`config.mk`:
```
export PLATFORM = sky130hd
export DESIGN_NAME = ccff_stream_loader
export DESIGN_NICKNAME = d
export VERILOG_FILES = /design/src/rtl/ccff_pkg.sv /design/src/rtl/ccff_word_packer.sv /design/src/rtl/ccff_stream_loader.sv
export SDC_FILE = /design/constraint.sdc
export NUM_CORES = 1
export LEC_CHECK = 0
export BUFFER_PORTS_ARGS = -buffer_cell sky130_fd_sc_hd__buf_2
export CAP_MARGIN = 20
export CORE_UTILIZATION = 57
export CTS_CLUSTER_SIZE = 28
export DETAILED_ROUTE_END_ITERATION = 8
export GPL_TIMING_DRIVEN = 0
export HOLD_SLACK_MARGIN = 0.15
export PLACE_DENSITY = 0.87
export SLEW_MARGIN = 20
export SYNTH_ARGS = -nofsm -noshare
export SYNTH_HDL_FRONTEND = slang
export SYNTH_SLANG_ARGS = --single-unit
```
`constraint.sdc`:
```
create_clock -name prog_clk -period 2.65 [get_ports prog_clk]
set_clock_uncertainty 0.2 [all_clocks]
set_input_delay 0.3975 -clock prog_clk [delete_from_list [all_inputs] [get_ports prog_clk]]
set_output_delay 0.3975 -clock prog_clk [all_outputs]
set_load 0.02 [all_outputs]
```
`src/rtl/ccff_pkg.sv`:
```
// ccff_pkg: shared state type, sizing helper and per-tile chain lengths for the configuration loader
package ccff_pkg;

    typedef enum logic [2:0] {
        IDLE,
        FETCH,
        SHIFT,
        DRAIN,
        DONE
    } ccff_state_e;

    localparam int SB_0__0_CHAIN_LEN   = 6;
    localparam int CBX_1__0_CHAIN_LEN  = 4;
    localparam int CBY_0__1_CHAIN_LEN  = 4;

    function automatic int words_for(input int chain_len, input int word_w);
        return (chain_len + word_w - 1) / word_w;
    endfunction

endpackage

```
`src/rtl/ccff_word_packer.sv`:
```
// ccff_word_packer: packs bits falling out of ccff_tail into MSB-first readback words behind a valid/ready register
module ccff_word_packer #(
    parameter int CHAIN_LEN = 6,
    parameter int WORD_W    = 4,
    parameter int CNT_W     = $clog2(CHAIN_LEN + 1)
) (
    input  logic              prog_clk,
    input  logic              prog_reset_n,
    input  logic              clr_i,
    input  logic              cap_en_i,
    input  logic              cap_bit_i,
    input  logic              rd_ready_i,
    output logic [WORD_W-1:0] rd_data_o,
    output logic              rd_valid_o,
    output logic              rd_last_o,
    output logic              full_next_o
);

    localparam int IDX_W = $clog2(WORD_W + 1);
    localparam logic [WORD_W-1:0] MSB_BIT = WORD_W'(1) << (WORD_W - 1);

    logic [WORD_W-1:0] acc_q, acc_d, acc_set, data_q, data_d;
    logic [IDX_W-1:0]  idx_q, idx_d;
    logic [CNT_W-1:0]  tot_q, tot_d;
    logic              valid_q, valid_d, last_q, last_d;
    logic              last_bit, word_done;

    // Place each captured bit at its MSB-first slot; a word closes on a full word or on the final chain bit.
    always_comb begin
        last_bit    = tot_q == CNT_W'(CHAIN_LEN - 1);
        word_done   = cap_en_i && (idx_q == IDX_W'(WORD_W - 1) || last_bit);
        acc_set     = cap_bit_i ? acc_q | (MSB_BIT >> idx_q) : acc_q;
        acc_d       = clr_i ? '0 : cap_en_i ? (word_done ? '0 : acc_set) : acc_q;
        idx_d       = clr_i ? '0 : cap_en_i ? (word_done ? '0 : idx_q + 1'b1) : idx_q;
        tot_d       = clr_i ? '0 : cap_en_i ? tot_q + 1'b1 : tot_q;
        valid_d     = !clr_i && (word_done || (valid_q && !rd_ready_i));
        data_d      = clr_i ? '0 : word_done ? acc_set : data_q;
        last_d      = !clr_i && (word_done ? last_bit : last_q);
        full_next_o = (valid_q && !rd_ready_i) || word_done;
    end

    // Accumulator, counters and the output holding register.
    always_ff @(posedge prog_clk or negedge prog_reset_n) begin
        if (!prog_reset_n) begin
            acc_q   <= '0;
            idx_q   <= '0;
            tot_q   <= '0;
            data_q  <= '0;
            valid_q <= 1'b0;
            last_q  <= 1'b0;
        end else begin
            acc_q   <= acc_d;
            idx_q   <= idx_d;
            tot_q   <= tot_d;
            data_q  <= data_d;
            valid_q <= valid_d;
            last_q  <= last_d;
        end
    end

    assign rd_data_o  = data_q;
    assign rd_valid_o = valid_q;
    assign rd_last_o  = last_q;

endmodule

```
`src/rtl/ccff_stream_loader.sv`:
```
// ccff_stream_loader: serializes bitstream words onto ccff_head and returns the displaced chain contents as readback words
module ccff_stream_loader
    import ccff_pkg::*;
#(
    parameter int CHAIN_LEN = SB_0__0_CHAIN_LEN,
    parameter int WORD_W    = 4,
    parameter int CNT_W     = $clog2(CHAIN_LEN + 1)
) (
    input  logic              prog_clk,
    input  logic              prog_reset_n,
    input  logic              start,
    input  logic              abort,
    input  logic [WORD_W-1:0] wr_data,
    input  logic              wr_valid,
    output logic              wr_ready,
    output logic [WORD_W-1:0] rd_data,
    output logic              rd_valid,
    input  logic              rd_ready,
    output logic              ccff_head,
    output logic              chain_en,
    input  logic              ccff_tail,
    output logic              busy,
    output logic              done
);

    localparam int IDX_W = $clog2(WORD_W + 1);

    ccff_state_e       state_q, state_d;
    logic [WORD_W-1:0] shreg_q, shreg_d;
    logic [IDX_W-1:0]  bit_idx_q, bit_idx_d;
    logic [CNT_W-1:0]  bits_done_q, bits_done_d;
    logic              head_q, head_d, en_q, en_d;
    logic              last_bit, word_end, full_next, rd_last, clr;

    // Next state: a word-ending bit is held back while the readback slot cannot take the word it completes.
    always_comb begin
        state_d     = state_q;
        shreg_d     = shreg_q;
        bit_idx_d   = bit_idx_q;
        bits_done_d = bits_done_q;
        head_d      = 1'b0;
        en_d        = 1'b0;
        last_bit    = bits_done_q == CNT_W'(CHAIN_LEN - 1);
        word_end    = bit_idx_q == IDX_W'(WORD_W - 1) || last_bit;
        case (state_q)
            IDLE: begin
                if (start) begin
                    state_d     = FETCH;
                    bits_done_d = '0;
                end
            end
            FETCH: begin
                if (wr_valid) begin
                    state_d   = SHIFT;
                    shreg_d   = wr_data;
                    bit_idx_d = '0;
                end
            end
            SHIFT: begin
                if (!(word_end && full_next)) begin
                    en_d        = 1'b1;
                    head_d      = shreg_q[WORD_W-1];
                    shreg_d     = shreg_q << 1;
                    bit_idx_d   = bit_idx_q + 1'b1;
                    bits_done_d = bits_done_q + 1'b1;
                    if (word_end) state_d = last_bit ? DRAIN : FETCH;
                end
            end
            DRAIN: begin
                if (rd_valid && rd_ready && rd_last) state_d = DONE;
            end
            DONE:    state_d = IDLE;
            default: state_d = IDLE;
        endcase
        if (abort) begin
            state_d = IDLE;
            head_d  = 1'b0;
            en_d    = 1'b0;
        end
    end

    // State, shift register, counters and the registered chain drive.
    always_ff @(posedge prog_clk or negedge prog_reset_n) begin
        if (!prog_reset_n) begin
            state_q     <= IDLE;
            shreg_q     <= '0;
            bit_idx_q   <= '0;
            bits_done_q <= '0;
            head_q      <= 1'b0;
            en_q        <= 1'b0;
        end else begin
            state_q     <= state_d;
            shreg_q     <= shreg_d;
            bit_idx_q   <= bit_idx_d;
            bits_done_q <= bits_done_d;
            head_q      <= head_d;
            en_q        <= en_d;
        end
    end

    assign clr       = abort || (state_q == IDLE && start);
    assign wr_ready  = state_q == FETCH;
    assign busy      = state_q != IDLE;
    assign done      = state_q == DONE;
    assign ccff_head = head_q;
    assign chain_en  = en_q;

    ccff_word_packer #(
        .CHAIN_LEN(CHAIN_LEN),
        .WORD_W   (WORD_W),
        .CNT_W    (CNT_W)
    ) u_packer (
        .prog_clk    (prog_clk),
        .prog_reset_n(prog_reset_n),
        .clr_i       (clr),
        .cap_en_i    (en_q),
        .cap_bit_i   (ccff_tail),
        .rd_ready_i  (rd_ready),
        .rd_data_o   (rd_data),
        .rd_valid_o  (rd_valid),
        .rd_last_o   (rd_last),
        .full_next_o (full_next)
    );

endmodule

```
# ---- Yosys cells after proc, flatten, opt, wreduce, memory -nomap -nowiden
# Index checks and enable logic that the tools add are counted.
dict set report classes {
  addsub 4
  mul 0
  div 0
  order_cmp 0
  eq_ne 16
  n_shift 1
  mux 35
  bitwise_logic 1
  reduce_logical 23
}
# cell count
set ops {}
lappend ops {{two-way mux 3 bit} 15}
lappend ops {{two-way mux 4 bit} 8}
lappend ops {{inequality test 3 bit, second input constant} 5}
lappend ops {{adder 3 x 1 -> 3 bit, second input constant} 4}
lappend ops {{equality test 3 x 2 -> 1 bit, second input constant} 4}
lappend ops {{one-hot mux 3 bit (2 select lines)} 2}
lappend ops {{one-hot mux 3 bit (4 select lines)} 1}
lappend ops {{equality test 3 bit, second input constant} 3}
lappend ops {{logical AND 1 bit} 8}
lappend ops {{one-hot mux 4 bit (2 select lines)} 1}
lappend ops {{nonzero test 2 bit} 4}
lappend ops {{two-way mux 1 bit} 7}
lappend ops {{inequality test 2 bit, second input constant} 3}
lappend ops {{AND reduction 3 bit} 2}
lappend ops {{AND reduction 5 bit} 1}
lappend ops {{logical OR 1 bit} 4}
lappend ops {{OR 4 bit} 1}
lappend ops {{>> shifter 4 x 3 -> 4 bit, first input constant} 1}
lappend ops {{equality test 3 x 1 -> 1 bit, second input constant} 1}
lappend ops {{zero test 3 bit} 1}
lappend ops {{nonzero test 3 bit} 1}
lappend ops {{zero test 1 bit} 2}
lappend ops {{two-way mux 2 bit} 1}
dict set report word_totals {
  reg_bits 31
  latchBits 0
  ram_bits 0
  rom_bits 0
  input_bits 11
  output_inout_bits 10
  n_memories 0
}

# ---- Logic depth before layout (Yosys ltp)
dict set report depth {
  depth_word 8
  ltp_mapped 6
  depth_no_buf 6
}

# ---- Cells and area by module
# Synthesis repeated with hierarchy kept, for this count alone.
dict set report unflattened {
  hier_cells 166
  area_unflattened_um2 1751.7
}
# mod n_inst cells_per_inst area_each_um2
set modules_own_cells {}
lappend modules_own_cells {ccff_word_packer 1 85 890.9}
lappend modules_own_cells {ccff_stream_loader 1 81 860.8}

# ---- Worst setup path before layout
# No wires, ideal clock.
dict set report synth_timing {
  path_kind {reg2reg}
  startpoint {reg u_packer.idx_q[0]}
  endpoint {reg head_q, in the netlist ccff_head}
  setup_time_ns 0.080
  arrival_ns 1.696
  slack_ns 0.675
  stages_incl_launch_ff 7
  n_path_buf 0
  period_less_slack_ns 1.975
  path_cell_list {dfrtp_1 -> ha_1 -> ha_1 -> and2_1 -> o31a_4 -> or2_4 -> nor3b_2}
}
dict set report synth_between {
  elab_chain_len 8
}
# element line
set synth_rtl {}
lappend synth_rtl {{start, declared} ccff_word_packer.sv:23} ;# logic [IDX_W-1:0] idx_q, idx_d;
lappend synth_rtl {{start signal, assigned} ccff_word_packer.sv:53} ;# idx_q <= idx_d;
lappend synth_rtl {{equality test 3 x 2 -> 1 bit} ccff_word_packer.sv:31} ;# word_done = cap_en_i && (idx_q == IDX_W'(WORD_W - 1) || last_bit);
lappend synth_rtl {{logical OR 1 bit} ccff_word_packer.sv:31}
lappend synth_rtl {{logical AND 1 bit} ccff_word_packer.sv:31}
lappend synth_rtl {{logical OR 1 bit} ccff_word_packer.sv:39} ;# full_next_o = (valid_q && !rd_ready_i) || word_done;
lappend synth_rtl {{logical AND 1 bit} ccff_stream_loader.sv:60} ;# if (!(word_end && full_next)) begin
lappend synth_rtl {{two-way mux 1 bit} ccff_stream_loader.sv:60}
lappend synth_rtl {{two-way mux 1 bit} ccff_stream_loader.sv:45} ;# case (state_q)
lappend synth_rtl {{two-way mux 1 bit} ccff_stream_loader.sv:75} ;# if (abort) begin
lappend synth_rtl {{named net head_d} ccff_stream_loader.sv:32} ;# logic head_q, head_d, en_q, en_d;
lappend synth_rtl {{end signal, assigned} ccff_stream_loader.sv:89} ;# head_q <= 1'b0;
lappend synth_rtl {{end signal, assigned} ccff_stream_loader.sv:96} ;# head_q <= head_d;
lappend synth_rtl {{end, declared} ccff_stream_loader.sv:32}
# The timed path passes the listed nets, and every way through them passes these cells.
# A chain may end at the register's enable or synchronous reset.

# ---- Worst setup path after layout
dict set report layout_timing {
  startpoint {reg state_q[1]}
  endpoint {out busy}
}
dict set report layout_between {
  elab_chain_len 1
}
# element line
set layout_rtl {}
lappend layout_rtl {{start, declared} ccff_stream_loader.sv:28} ;# ccff_state_e state_q, state_d;
lappend layout_rtl {{start signal, assigned} ccff_stream_loader.sv:92} ;# state_q <= state_d;
lappend layout_rtl {{nonzero test 3 bit} ccff_stream_loader.sv:103} ;# assign busy = state_q != IDLE;
lappend layout_rtl {{end, declared} ccff_stream_loader.sv:22} ;# output logic busy,
# No other way between the ends.

==> out/results.ini <==
[logic_synthesis]
async_flop_share_pct=100.0
synth-seq-cells=31
syn_area_mm2=0.001660
synth_edf_count=0
yosysSeqAreaShare_pct=46.72
yosys_warnings=0
syn_area_per_cell_um2=10.25
synth_nets=184
synth_flop_cell=dfrtp_1
ys_types=40
netlist_instances=162

[power]
power.leakage_nw=0.8837
pwr-share-comb_pct=19.3
p_switching_uw=290.8
peakVddDrop_v=0.0003892
switching_share_pct=28.77
clockPowerShare_pct=26.0
p_per_area_mw_per_mm2=535.1
internal_power_uw=720.2
p_seq_share_pct=54.6

[grt]
grt_usage_pct=23.80
grt_pass1_wl_mm=5.678
overflow=0
antenna_found_initial=0
grt_max_degree=32
grt_pass1_vias=1353

[place]
gp_congestion=0.9457
place_area_mm2=0.001799
hpwlAfterDp_mm=2.441
port_buffers=20
pre_cts_ws_ns=0.4745

[worst_setup_path]
cp_max_fo=10
crit_chain=buf_2, clkbuf_1, or3_1, buf_2
cpMostUsedCell=buf_2
cp.arrival_ns=1.67
critPathLaunch=state_q[1]
crit_path_end_kind=primary output
start_kind=flop
slowest_delay_ns=0.39
slowest_stage=or3_1
r2r_slack_ns=0.45
path_class=flop to primary output
worst_r2r_endpoint=state_q[0]
path_buf_inv=3
reg2reg_depth=6
required_ns=2.05
cp_top_family=buffers and inverters
r2r_start=u_packer.idx_q[0]

[drt]
route.detailed.drc=0
route.vias.total=1311
ant_nets=0
routed_via_density=5.827
dr.first_iter.drc_count=80
drt-pass1-iter-count=4
wl_mm=3.299
wl_per_cell_um=14.66

[layout]
area_growth_pct=13.79
final_nets=215
antennaDiodeCount=0
drive_above_1_share_pct=22.16
final_cell_area_mm2=0.001889

[timing]
setup_ws_ns=0.3856
hold_viol=0
maxSlewViolCount=0
fmax_ghz=0.4416
setup_viol=0
slew_headroom_pct=54.34
rsz0062_at_grt=false
tns_ns=0
worst_pin_slew_ns=0.6850
finalCritPeriodShare_pct=85.45
finalCriticalPeriod_ns=2.264

[hold_path]
min_path_type=input port to flop
hold_start=rd_ready
hold_end=state_q[2]
whs_path_depth=3

[floorplanning]
num_rows=19
initial_core_util_pct=60.21
ios=21
coreArea_mm2=0.002758
die_w_um=55.97
chipHeight_um=55.97
die_area_mm2=0.003133

[clock_tree]
numClockSinks=31
cts_setup_buffers=0
clk_latency_ns=0.34
cts_buffer_depth=2
cts_made_buffers=5
root_buffer=clkbuf_4
path_clk_slew_ns=0.09
cts_tree=yes
h-tree-depth=2

[outcome]
status=completed

[flow_run]
max_cap_violations=0

timing repair:
action / CTS / global route
gates resized for setup: 0 / 0
hold buffers: 4 / 0
hold endpoints to repair: 36 / 0
layout by cell type (no fill, tap or decap), drive strengths merged:
cell type | Yosys | routed
and3 | 1 | 1
nand2b | 5 | 5
buf | 3 | 23
o2bb2ai | 1 | 1
mux2 | 7 | 7
a22o | 1 | 1
a211oi | 5 | 5
o31a | 1 | 1
nor2 | 19 | 19
nand3 | 9 | 9
o21ai | 5 | 5
dlygate4sd3 | 0 | 4
or3 | 2 | 2
xor2 | 1 | 1
dfrtp | 31 | 31
nor2b | 4 | 4
a2111oi | 1 | 1
xnor2 | 1 | 1
a31oi | 3 | 3
a21oi | 7 | 7
inv | 9 | 9
nor3 | 6 | 6
a311oi | 1 | 1
ha | 11 | 11
or2 | 1 | 1
o211ai | 2 | 2
clkbuf | 3 | 10
nand3b | 4 | 4
a21o | 2 | 2
o21a | 2 | 2
mux2i | 1 | 1
and2 | 2 | 2
clkinv | 0 | 1
nor3b | 2 | 2
nand2 | 8 | 8
a41oi | 1 | 1
tightest hold or removal path, delay by kind of cell:
kind | cells | cell delay [ns]
buffers and inverters | 1 | 0.11
and+or+nand+nor | 2 | 0.18
worst max path at each step:
stage                 endpoint  slack [ns]  cells after the start
floorplan            ccff_head        0.67                      6
global placement    shreg_q[1]        0.55                      6
detailed placement  shreg_q[2]        0.47                      6
CTS                       busy        0.38                      4
global route              busy        0.28                      4
finish                    busy        0.39                      4
sequential cells by signal, summed over array words and instances (netlist names):
| register | flops |
|---|---|
| bits_done_q | 3 |
| state_q | 3 |
| chain_en | 1 |
| u_packer.rd_data_o | 4 |
| u_packer.acc_q | 4 |
| u_packer.tot_q | 3 |
| shreg_q | 4 |
| bit_idx_q | 3 |
| u_packer.rd_valid_o | 1 |
| u_packer.idx_q | 3 |
| ccff_head | 1 |
| u_packer.rd_last_o | 1 |
power by group through the flow:
stage               clock network, mW  registers [mW]  logic, mW
floorplan                           0           0.554      0.137
global placement                    0           0.557      0.177
detailed placement                  0           0.562      0.193
CTS                             0.269           0.553      0.198
global route                    0.288           0.559      0.215
finish                          0.263           0.552      0.195
metal layers:
metal | share of wire [%] | up-vias | track usage, %
met4 | 2.5 | 0 | 13.59
met5 | 0 | - | 0
met3 | 3.5 | 10 | 4.884
met2 | 52 | 29 | 41.16
li1 | - | 628 | -
met1 | 42 | 644 | 27.20
cells in the mapped netlist (2+ instances only):
cell	instances	area (µm²)
nand2_1	8	30.03
nor2b_1	4	25.02
buf_2	2	10.01
nand3_1	9	45.04
nor2_1	18	67.56
clkbuf_1	3	11.26
o211ai_1	2	15.01
nor3_1	5	25.02
o21ai_0	3	15.01
nand3b_1	4	30.03
inv_1	9	33.78
mux2_2	7	78.83
o21a_1	2	15.01
nand2b_1	5	31.28
and2_1	2	12.51
ha_1	11	137.6
a21o_1	2	15.01
or3_1	2	12.51
dfrtp_1	31	775.7
a21oi_1	7	35.03
a31oi_1	3	18.77
a211oi_1	5	37.54
cells by family after synthesis:
family	Yosys count	synth area share (%)
multiplexers	8	5.351
flip-flops	31	46.72
adder cells (fa/ha/maj)	11	8.289
AND/OR/NAND/NOR	63	20.87
AO/OA/AOI/OAI	32	13.71
XOR/XNOR	2	1.055
buffers and inverters	15	3.994
per-stage QoR:
stage	cells	power, mW	utilization (%)	hold WS [ns]
after CTS	225	1.019	68.51	0.1729
after global placement	213	0.7340	65.25	0.2574
after floorplan	162	0.6916	-	-0.09809
after global routing	225	1.062	68.51	0.1805
final	225	1.011	68.51	0.1830
after detailed placement	213	0.7551	65.25	0.2738
final cells by class:
cell class | instances | area [µm²]
Clock inverter | 1 | 5.005
Fill cell | 211 | 868.3
Sequential cell | 31 | 775.7
Tap cell | 31 | 38.79
Buffer | 6 | 32.53
Timing Repair Buffer | 24 | 140.1
Clock buffer | 7 | 45.04
Multi-Input combinational cell | 116 | 818.3
Inverter | 9 | 33.78
Power figures use the tool's default switching activity.
